### src/rtl/exec_ctrl.sv
// Execution controller: single-step, counted burst and rate-limited free-run
// commit sequencing with hardware breakpoint comparators.
module exec_ctrl #(
  parameter int PC_W   = 32,
  parameter int NUM_BP = 4,
  parameter int CNT_W  = 16,
  parameter int DIV_W  = 24
) (
  input  logic                   clk,
  input  logic                   rst,
  input  logic                   step_pulse,
  input  logic                   run_req,
  input  logic                   halt_req,
  input  logic [1:0]             mode,
  input  logic [CNT_W-1:0]       burst_len,
  input  logic [DIV_W-1:0]       rate_div,
  input  logic [PC_W-1:0]        pc,
  input  logic [NUM_BP-1:0]      bp_en,
  input  logic [NUM_BP*PC_W-1:0] bp_addr,
  output logic                   pc_wen,
  output logic                   busy,
  output logic                   bp_hit,
  output logic [2:0]             bp_idx,
  output logic [31:0]            retired
);

  // Encoding chosen so busy is bit 1 and bp_hit is bit 2 of the state flop.
  typedef enum logic [2:0] {
    S_IDLE    = 3'b000,
    S_BURST   = 3'b010,
    S_RUN     = 3'b011,
    S_BP_HALT = 3'b100
  } state_t;

  state_t           r_state;
  logic             r_pc_wen;
  logic [2:0]       r_bp_idx;
  logic [31:0]      r_retired;
  logic [CNT_W-1:0] r_rem;
  logic [DIV_W-1:0] r_div;
  logic [DIV_W-1:0] r_rate;
  logic             r_skip;

  logic [NUM_BP-1:0] w_match;
  logic              w_bp_any;
  logic [2:0]        w_bp_first;
  logic              w_bp_stop;

  // pc is the address the next pc_wen cycle would commit.
  for (genvar g = 0; g < NUM_BP; g++) begin : g_cmp
    assign w_match[g] = bp_en[g] && (pc == bp_addr[g*PC_W +: PC_W]);
  end

  // Lowest-numbered matching comparator wins.
  always_comb begin
    w_bp_any   = 1'b0;
    w_bp_first = 3'd0;
    for (int i = NUM_BP - 1; i >= 0; i--) begin
      w_bp_any   = w_bp_any | w_match[i];
      w_bp_first = w_match[i] ? 3'(i) : w_bp_first;
    end
  end

  assign w_bp_stop = w_bp_any & ~r_skip;

  // Control FSM with registered commit strobe and retire counter.
  always_ff @(posedge clk) begin
    if (rst) begin
      r_state   <= S_IDLE;
      r_pc_wen  <= 1'b0;
      r_bp_idx  <= 3'd0;
      r_retired <= 32'd0;
      r_rem     <= '0;
      r_div     <= '0;
      r_rate    <= '0;
      r_skip    <= 1'b0;
    end else begin
      r_pc_wen <= 1'b0;
      if (r_pc_wen) begin
        r_retired <= r_retired + 32'd1;
      end
      case (r_state)
        S_IDLE, S_BP_HALT: begin
          if (halt_req) begin
            r_state <= S_IDLE;
          end else if (run_req) begin
            r_skip <= 1'b1;
            case (mode)
              2'b01: begin
                r_rem   <= burst_len;
                r_state <= (burst_len == '0) ? S_IDLE : S_BURST;
              end
              2'b10: begin
                r_div   <= '0;
                r_rate  <= rate_div;
                r_state <= S_RUN;
              end
              default: begin
                r_pc_wen <= 1'b1;
                r_state  <= S_IDLE;
              end
            endcase
          end else if (step_pulse) begin
            r_pc_wen <= 1'b1;
            r_state  <= S_IDLE;
          end else begin
            r_state <= r_state;
          end
        end
        S_BURST: begin
          if (halt_req || (r_rem == '0)) begin
            r_state <= S_IDLE;
          end else if (w_bp_stop) begin
            r_bp_idx <= w_bp_first;
            r_state  <= S_BP_HALT;
          end else begin
            r_pc_wen <= 1'b1;
            r_skip   <= 1'b0;
            r_rem    <= r_rem - CNT_W'(1);
          end
        end
        S_RUN: begin
          if (halt_req) begin
            r_state <= S_IDLE;
          end else if (r_div == r_rate) begin
            if (w_bp_stop) begin
              r_bp_idx <= w_bp_first;
              r_state  <= S_BP_HALT;
            end else begin
              r_pc_wen <= 1'b1;
              r_skip   <= 1'b0;
              r_div    <= '0;
            end
          end else begin
            r_div <= r_div + DIV_W'(1);
          end
        end
        default: begin
          r_state <= S_IDLE;
        end
      endcase
    end
  end

  assign pc_wen  = r_pc_wen;
  assign busy    = r_state[1];
  assign bp_hit  = r_state[2];
  assign bp_idx  = r_bp_idx;
  assign retired = r_retired;

endmodule

### config.mk
export PLATFORM = sky130hd
export DESIGN_NAME = exec_ctrl
export DESIGN_NICKNAME = d
export VERILOG_FILES = /design/src/rtl/exec_ctrl.sv
export SDC_FILE = /design/constraint.sdc
export NUM_CORES = 1
export LEC_CHECK = 0
export BUFFER_PORTS_ARGS = -buffer_cell sky130_fd_sc_hd__buf_2
export CORE_UTILIZATION = 38
export CTS_CLUSTER_DIAMETER = 50
export DETAILED_ROUTE_END_ITERATION = 7
export SLEW_MARGIN = 30
export SYNTH_ARGS = -nofsm -noshare
export SYNTH_HDL_FRONTEND = slang
export SYNTH_SLANG_ARGS = --single-unit
### constraint.sdc
create_clock -name clk -period 3.6 [get_ports clk]
set_clock_uncertainty 0.15 [all_clocks]
set_input_delay 0.36 -clock clk [delete_from_list [all_inputs] [get_ports clk]]
set_output_delay 0.36 -clock clk [all_outputs]
set_load 0.02 [all_outputs]
Yosys cells after proc, flatten, opt, wreduce, memory -nomap -nowiden
Cells that the tools add are included.

word-level totals
  output and inout bits = 38
  logic and storage cells = 106
  register bits after elaboration = 104
  bits of input ports = 211

cells by class
  bitwise gates (word level) = 6
  $add $sub $neg = 3
  reduce and logical (&&, ||, !) cells = 20
  muxes and demuxes = 48
  equal/unequal tests = 21

operators by type and width
  kind                                                    number
  2-to-1 mux 24 bit                                       6
  equality test 32 bit                                    4
  2-to-1 mux 16 bit                                       5
  case mux 24 bit (2 select lines)                        1
  2-to-1 mux 3 bit                                        11
  adder 32 x 1 -> 32 bit (second input constant)          1
  logical NOT 16 bit                                      2
  case mux 16 bit (2 select lines)                        1
  adder 24 x 1 -> 24 bit (second input constant)          1
  equality test 24 bit                                    1
  AND reduction 6 bit                                     3
  subtractor 16 x 1 -> 16 bit (second input constant)     1
  2-to-1 mux 1 bit                                        14
  inequality test 2 bit (second input constant)           6
  2-to-1 mux 2 bit                                        5
  case mux 3 bit (3 select lines)                         1
  AND reduction 4 bit                                     2
  equality test 3 x 2 -> 1 bit (second input constant)    2
  inequality test 3 bit (second input constant)           2
  case mux 1 bit (3 select lines)                         2
  case mux 3 bit (2 select lines)                         1
  nonzero test 2 bit                                      3
  logical AND 1 bit                                       4
  inequality test 2 x 1 -> 1 bit (second input constant)  2
  13 further kinds                                        17

Depth between registers and ports, before layout
Gate-level depths: netlist of run 1.

  word-level depth = 10
  depth in mapped cells = 11
  depth with buffers taken out = 10

Least setup slack after synthesis of run 1
No wires, ideal clock.

  path type = reg-to-reg
  start = register r_rem[0]
  end = register r_rem[14]
  setup time = 89 ps
  arrival time = 2,337 ps
  setup slack = 1,025 ps
  stages on the path, launching flop included = 10
  path buffers = 1
  data required time = 3,361 ps
  cell sequence = dfxtp_1 inv_1 ha_1 or3b_1 clkbuf_1 or4_1 or4_1 nor4_1 a21oi_1 o32ai_2

on the way
  word-level cells in the longest chain between the ends = 4

ends and longest elaborated chain
  what                                                                     line      RTL
  from (decl)                                                              39        logic [CNT_W-1:0] r_rem;
  from (signal assigned)                                                   90        r_rem <= burst_len;
  from (signal assigned)                                                   119       r_rem <= r_rem - CNT_W'(1);
  subtractor 16 x 1 -> 16 bit or logical NOT 16 bit (tied branches)        119, 111
  2-to-1 mux 16 bit or logical OR 1 bit (tied branches)                    113, 111
  2-to-1 mux 16 bit or inequality test 2 bit (tied branches)               n/a
  case mux 16 bit (2 select lines) or AND reduction 6 bit (tied branches)  n/a

Parallel ways exist; a longest one is shown, timed or not. The select of a mux whose other input is x is not followed.
A chain may end at the register's enable or synchronous reset.

Worst setup path in the final report of run 1
  start = register r_div[6]
  end = register r_div[18]

on the way
  word-level cells in the longest chain between the ends = 4

ends and longest elaborated chain
  what                                                            line      RTL
  from (decl)                                                     40        logic [DIV_W-1:0] r_div;
  from (signal assigned)                                          135       r_div <= r_div + DIV_W'(1);
  adder 24 x 1 -> 24 bit or equality test 24 bit (tied branches)  135, 125
  2-to-1 mux 24 bit                                               125       end else if (r_div == r_rate) begin
  2-to-1 mux 24 bit                                               123       if (halt_req) begin
  case mux 24 bit (2 select lines)                                82        case (r_state)

Parallel ways exist; a longest one is shown, timed or not. The select of a mux whose other input is x is not followed.

==> qor.csv, run 1 <==
stage,metric,value,unit
run_status,status,finished with violations,
run_status,failing checks,DRC,
cts,CTS buffer count,9,
drt,detailed-route vias per instance,5.43,
cts,maximum root-to-sink buffer count,2,
die,starting density of the core,39.3,%
drt,via count,7410,
yosys,Syn Area/Cell,7.98,um2
global_route,grt total ovfl,0,
hold_path,origin of the worst min-delay path,rate_div[2],
placement,Place WS,461,ps
power_and_ir_drop,Max IR drop VDD,0.205,mV
sta,Setup Total Neg Slack,0,ps
critical_path,Worst Path Arrival,3100,ps
sta,RSZ-0062 raised after global routing,false,
cts,Resized cells post-CTS,0,
yosys,post-synthesis cell type count,66,
power_and_ir_drop,Tot Pwr,2740,uW
critical_path,crit path from,r_div[6],
critical_path,CP endpoint kind,flip-flop,
cells_and_area,FILL cells,1840,
yosys,"count leader, synth",xor2_1,
die,core area,18200,um2
cts,Clock Sinks,103,
critical_path,CP Class,flip-flop to flip-flop,
yosys,area fraction of the dominant cell type after synthesis,28.8,%
placement,Final Wtd Congestion,0.971,
sta,max_slew headroom,51.1,%
global_route,first-pass GRT wire length,38.4,mm
yosys,"Net Count, Synth",1112,
cts,CTS Root Cell,clkbuf_16,
global_route,number of global-route vias before repair,7184,
yosys,Post-synth EDFFs,0,
yosys,Area contributors post-synth,"dfxtp_1, xor2_1, xnor2_1, nand2_1, nor4_1",
die,Total Die Area,19400,um2
yosys,"flops & latches, synth",103,
power_and_ir_drop,Pleak,0.00352,uW
cts,clk_lat worst skew,350,ps
critical_path,cells along the critical path,xnor2_1 -> nand4_1 -> nor4_2 -> nand2_1 -> or3_1 -> o21ai_2 -> o21ai_0 -> a21oi_2,
critical_path,worst r2r src,r_div[6],
yosys,top post-synthesis cells by count,"xor2_1, dfxtp_1, nand2_1",
drt,DR WL/cell,18.4,um
placement,# port buffers,247,
sta,Finish-stage setup viols,0,
die,IO Pins,249,
sta,f_max,338,MHz
die,chip width,139,um
cells_and_area,fraction of layout cells with a size suffix above 1,26.9,%
cells_and_area,Final Net Count,1342,
yosys,Syn. warnings,0,
die,FP Rows,49,
global_route,initial antenna violation count,5,
global_route,pin count of the biggest net entering global routing,67,
placement,dpl hpwl,20.6,mm
critical_path,crit path max-delay cell type,or3_1,
critical_path,WP data required,3740,ps
yosys,post-synthesis sequential area ratio,28.8,%
yosys,Synth Cell Area,7150,um2
sta,slew at the pin closest to its max-slew limit,733,ps
cts,postcts setup bufs,0,
drt,Antenna Nets Post-Route,0,
sta,Final Hold Vio Count,0,
drt,DRT Pass-1 Iters,7,
yosys,"area leader, netlist",dfxtp_1,
drt,DRC,7,
cts,CTS H-tree depth,3,
sta,fin worst setup slack,638,ps
cts,# hold bufs at CTS,0,
yosys,synthesized netlist cell count,896,
drt,Routed WL,25.1,mm
yosys,ys async rst share,0,%
cts,CTS tree,done,
cells_and_area,multi-input logic area,4850,um2
cells_and_area,area grow syn2layout,23.9,%
cells_and_area,Final Cell Area,8860,um2
sta,fin crit period,2960,ps
drt,first-iteration detailed-routing DRC count,467,
die,Chip Height,139,um
power_and_ir_drop,power per cell area,310,nW/um2
placement,placed cell areas,8550,um2
global_route,GRT Util Overall,25.7,%
critical_path,reg2reg setup slack,640,ps
critical_path,max incr delay on CP,540,ps
sta,crit share post-route,82.3,%
sta,"Slew Viols, Final",0,
yosys,ys flop type,dfxtp_1,
job,Max Cap Viol,0,
critical_path,Startpoint Class,flip-flop,
hold_path,HP Class,primary input to flip-flop,
critical_path,critical-path maximum fanout,16,
cells_and_area,register area,2060,um2
cts,clk slew on worst S/H paths,70,ps
## placed cells by master (no fill, tap or decap), types with 13 or more instances in the layout
cell | synthesis | final
nor3_1 | 19 | 19
o21ai_0 | 36 | 36
nor2_1 | 58 | 58
nor4_1 | 53 | 53
xnor2_1 | 68 | 68
nand2_1 | 99 | 99
buf_2 | 6 | 247
nand4_1 | 33 | 33
a21oi_2 | 13 | 13
nand3_1 | 36 | 36
inv_1 | 16 | 16
dfxtp_1 | 103 | 103
or3_1 | 30 | 30
xor2_1 | 113 | 113
and3_1 | 15 | 15
a21oi_1 | 51 | 51
## per-stage QoR
step / util, % / hold slack [ps] / std cells
after CTS: 48.6 / 85.5 / 1360
after floorplan: - / 293 / 896
final: 48.7 / 94.0 / 1365
after detailed placement: 47.0 / 312 / 1344
after global routing: 48.7 / 93.1 / 1365
after global placement: 47.0 / 307 / 1344
## cell families (layout without fill, tap and decap cells)
kind of cell / after synthesis / count (layout) / synth area share (%)
adder cells (fa/ha/maj): 5 / 5 / 0.875
AND/OR/NAND/NOR: 397 / 397 / 29.5
other: 1 / 6 / 0.0524
multiplexers: 5 / 5 / 0.735
XOR/XNOR: 181 / 181 / 22.2
flip-flops: 103 / 103 / 28.8
AO/OA/AOI/OAI: 152 / 152 / 14.3
buffers and inverters: 52 / 287 / 3.52
## area by class of cell
| type | count | share of cell area [%] |
|---|---|---|
| Multi-Input combinational cell | 741 | 54.7 |
| Antenna cell | 5 | 0.141 |
| Sequential cell | 103 | 23.3 |
| Timing Repair Buffer | 255 | 14.6 |
| Tap cell | 229 | 3.23 |
| Clock buffer | 11 | 2.63 |
| Clock inverter | 5 | 0.734 |
| Inverter | 16 | 0.678 |
## flip-flops by register name, summed over array words and instances (netlist names)
| register | count |
|---|---|
| r_state | 3 |
| r_rem | 16 |
| r_rate | 24 |
| bp_idx | 2 |
| pc_wen | 1 |
| r_skip | 1 |
| retired | 32 |
| r_div | 24 |
## per-layer routing
layer | global-route usage [%] | up-vias | share of wire (%)
li1 | - | 3668 | -
met1 | 29.2 | 3375 | 40
met2 | 45.0 | 303 | 49
met3 | 5.59 | 64 | 6.5
met4 | 14.2 | 0 | 5.0
met5 | 0 | - | 0
## power by group
part / switching (uW) / total [uW] / leakage, uW / internal (uW)
combinational: 348 / 580 / 0.00255 / 233
sequential: 17.1 / 1170 / 0.000832 / 1150
clock: 445 / 992 / 0.000138 / 547
## path summary, 6_finish.rpt
check               endpoint  cells after the start
hold reg to reg   r_rate[21]                      2
setup reg to reg   r_div[18]                      8
setup / recovery   r_div[18]                      8
hold / removal     r_rate[2]                      3
## worst max-delay path, delay by kind of cell (launching register included)
| family | cells | cell delay (ps) |
|---|---|---|
| DFF | 1 | 510 |
| xor gates and xnor gates | 1 | 160 |
| and+or+nand+nor | 4 | 1230 |
| AOI/OAI and AO/OA | 3 | 850 |
No activity file was read; power rests on OpenSTA's default activity.
==> inputs of run 2 (changes only) <==
Clock period 3.6 ns to 2.8 ns, I/O delays scaled along.
==> qor.csv, run 2 (same netlist as run 1, synthesis figures left out) <==
stage,metric,value,unit,change
global_route,number of global-route vias before repair,7252,,was 7184
die,starting density of the core,39.3,%,unchanged
cts,CTS H-tree depth,3,,unchanged
sta,crit share post-route,95.9,%,was 82.3%
critical_path,CP Class,flip-flop to flip-flop,,unchanged
die,Chip Height,139,um,unchanged
die,core area,18200,um2,unchanged
power_and_ir_drop,P_sw,1070,uW,was 809 uW
drt,DRC,7,,unchanged
cts,maximum root-to-sink buffer count,2,,unchanged
sta,slew at the pin closest to its max-slew limit,985,ps,was 733 ps
drt,DRT Pass-1 Iters,7,,unchanged
sta,Finish-stage setup viols,0,,unchanged
drt,Antenna Nets Post-Route,0,,unchanged
hold_path,origin of the worst min-delay path,rate_div[8],,was rate_div[2]
cells_and_area,"commonest non-fill, non-tap cell in the layout",buf_2,,unchanged
cts,postcts setup bufs,0,,unchanged
hold_path,Min-Delay Endpoint,r_rate[8],,was r_rate[2]
job,Max Cap Viol,0,,unchanged
global_route,grt total ovfl,0,,unchanged
drt,DR WL/cell,18.1,um,was 18.4 um
global_route,first-pass GRT wire length,38.8,mm,was 38.4 mm
cells_and_area,Final Net Count,1378,,was 1342
power_and_ir_drop,Tot Pwr,3530,uW,was 2740 uW
global_route,pin count of the biggest net entering global routing,63,,was 67
critical_path,r2r endpoint,r_rem[14],,was r_div[18]
cells_and_area,area grow syn2layout,28.2,%,was 23.9%
power_and_ir_drop,clock network power share,34.9,%,was 36.2%
hold_path,HP Class,primary input to flip-flop,,unchanged
cts,clk_lat worst skew,360,ps,was 350 ps
critical_path,Worst Path Arrival,2810,ps,was 3100 ps
sta,max_slew headroom,33.8,%,was 51.1%
drt,via count,7505,,was 7410
sta,f_max,372,MHz,was 338 MHz
cells_and_area,FILL cells,1850,,was 1840
run_status,failing checks,DRC,,unchanged
die,Total Die Area,19400,um2,unchanged
die,chip width,139,um,unchanged
critical_path,critical-path maximum fanout,3,,was 16
placement,# port buffers,247,,unchanged
critical_path,reg2reg setup slack,110,ps,was 640 ps
cts,clk slew on worst S/H paths,70,ps,about the same
drt,Routed WL,25.3,mm,was 25.1 mm
placement,Final Wtd Congestion,1.01,,was 0.971
power_and_ir_drop,Pleak,0.00371,uW,was 0.00352 uW
global_route,GRT Util Overall,25.6,%,was 25.7%
critical_path,worst r2r src,r_rem[0],,was r_div[6]
global_route,initial antenna violation count,3,,was 5
cts,Clock Sinks,103,,unchanged
hold_path,hold path cells,3,,unchanged
cts,CTS Root Cell,clkbuf_16,,unchanged
critical_path,R2R depth,8,,unchanged
sta,"Slew Viols, Final",0,,unchanged
drt,detailed-route vias per instance,5.36,,was 5.43
critical_path,WP data required,2920,ps,was 3740 ps
power_and_ir_drop,power per cell area,385,nW/um2,was 310 nW/um2
power_and_ir_drop,power share of the sequential group,42.6,%,was 42.7%
placement,Inst Count DP,1378,,was 1344
cells_and_area,max FFs per register,32,,unchanged
sta,final hold slack,13.9,ps,was 94.0 ps
sta,Final Hold Vio Count,0,,unchanged
run_status,status,finished with violations,,unchanged
die,FP Rows,49,,unchanged
cts,CTS tree,done,,unchanged
power_and_ir_drop,Pint,2460,uW,was 1930 uW
cells_and_area,fraction of layout cells with a size suffix above 1,29.2,%,was 26.9%
critical_path,CP endpoint kind,flip-flop,,unchanged
power_and_ir_drop,Sw Ratio,30.3,%,was 29.5%
placement,dpl hpwl,20.8,mm,was 20.6 mm
cts,CTS buffer count,9,,unchanged
critical_path,Startpoint Class,flip-flop,,unchanged
power_and_ir_drop,Comb power frac,22.5,%,was 21.2%
sta,fin crit period,2690,ps,was 2960 ps
drt,first-iteration detailed-routing DRC count,385,,was 467
cells_and_area,Layout Cells excl Fill,1399,,was 1365
sta,RSZ-0062 raised after global routing,false,,unchanged
cells_and_area,most frequent cells in the layout,"buf_2, xor2_1, dfxtp_1",,unchanged
cells_and_area,register area,2060,um2,unchanged
cells_and_area,multi-input logic area,4870,um2,was 4850 um2
power_and_ir_drop,Max IR drop VDD,0.271,mV,was 0.205 mV
die,IO Pins,249,,unchanged
==> run 2: metal layers <==
layer  wire length, um  vias up  track usage (%)  part of all wire, %
li1                  -     3745                -                    -
met1             10900     3461             30.5                   43
met2             12500      259             46.3                   50
met3              1130       40             4.18                  4.5
met4               665        0             9.18                  2.6
met5                 0        -                0                    0
==> run 2: area by class of cell <==
class | instances | share of cell area (%)
Sequential cell | 103 | 22.5
Inverter | 16 | 0.655
Timing Repair Buffer | 290 | 17.4
Multi-Input combinational cell | 742 | 53.1
Tap cell | 229 | 3.12
Clock inverter | 5 | 0.423
Antenna cell | 3 | 0.0819
Clock buffer | 11 | 2.65
==> run 2: repair_timing <==
action                                  in CTS  in global routing
endpoints found under the setup margin       0                  8
gates resized for setup                      0                  2
endpoints found under the hold margin        1                  0
hold buffers                                 1                  0
==> run 2: how the worst max path moves through the flow <==
stage               cells after the start      from  slack [ps]        end
floorplan                               9  r_rem[0]         220  r_rem[14]
global placement                       10    pc[19]         -30  r_rem[13]
detailed placement                     10    pc[19]         -10  r_rem[13]
CTS                                     8  r_div[4]         110  r_div[15]
global route                            8  r_rem[0]           9  r_rem[14]
finish                                  8  r_rem[0]         110  r_rem[14]
==> run 2: power by group through the flow <==
| stage | clock network (uW) | logic [uW] | registers [uW] |
|---|---|---|---|
| 6_report | 1230 | 793 | 1500 |
| 3_5_place_dp | 0 | 774 | 1540 |
| 4_1_cts | 1260 | 778 | 1500 |
| 2_1_floorplan | 0 | 396 | 1530 |
| 3_3_place_gp | 0 | 779 | 1540 |
| 5_1_grt | 1310 | 856 | 1510 |
==> run 2: stage by stage <==
step	worst slack (ps)	util (%)	instance area (um2)	setup TNS [ps]
after floorplan	225	-	7150	0
after global placement	-33.1	48.6	8840	-299
after detailed placement	-13.3	48.6	8840	-30.6
after CTS	110	50.2	9140	0
after global routing	8.87	50.4	9170	0
final	114	50.4	9170	0
==> run 2: critical path, cell delays in order (launching register included) <==
cell,delay (ps)
dfxtp_1,310
inv_1,100
ha_1,190
or3b_1,400
or4_1,520
or4_1,440
nor4_1,210
a21oi_1,90
o32ai_2,190
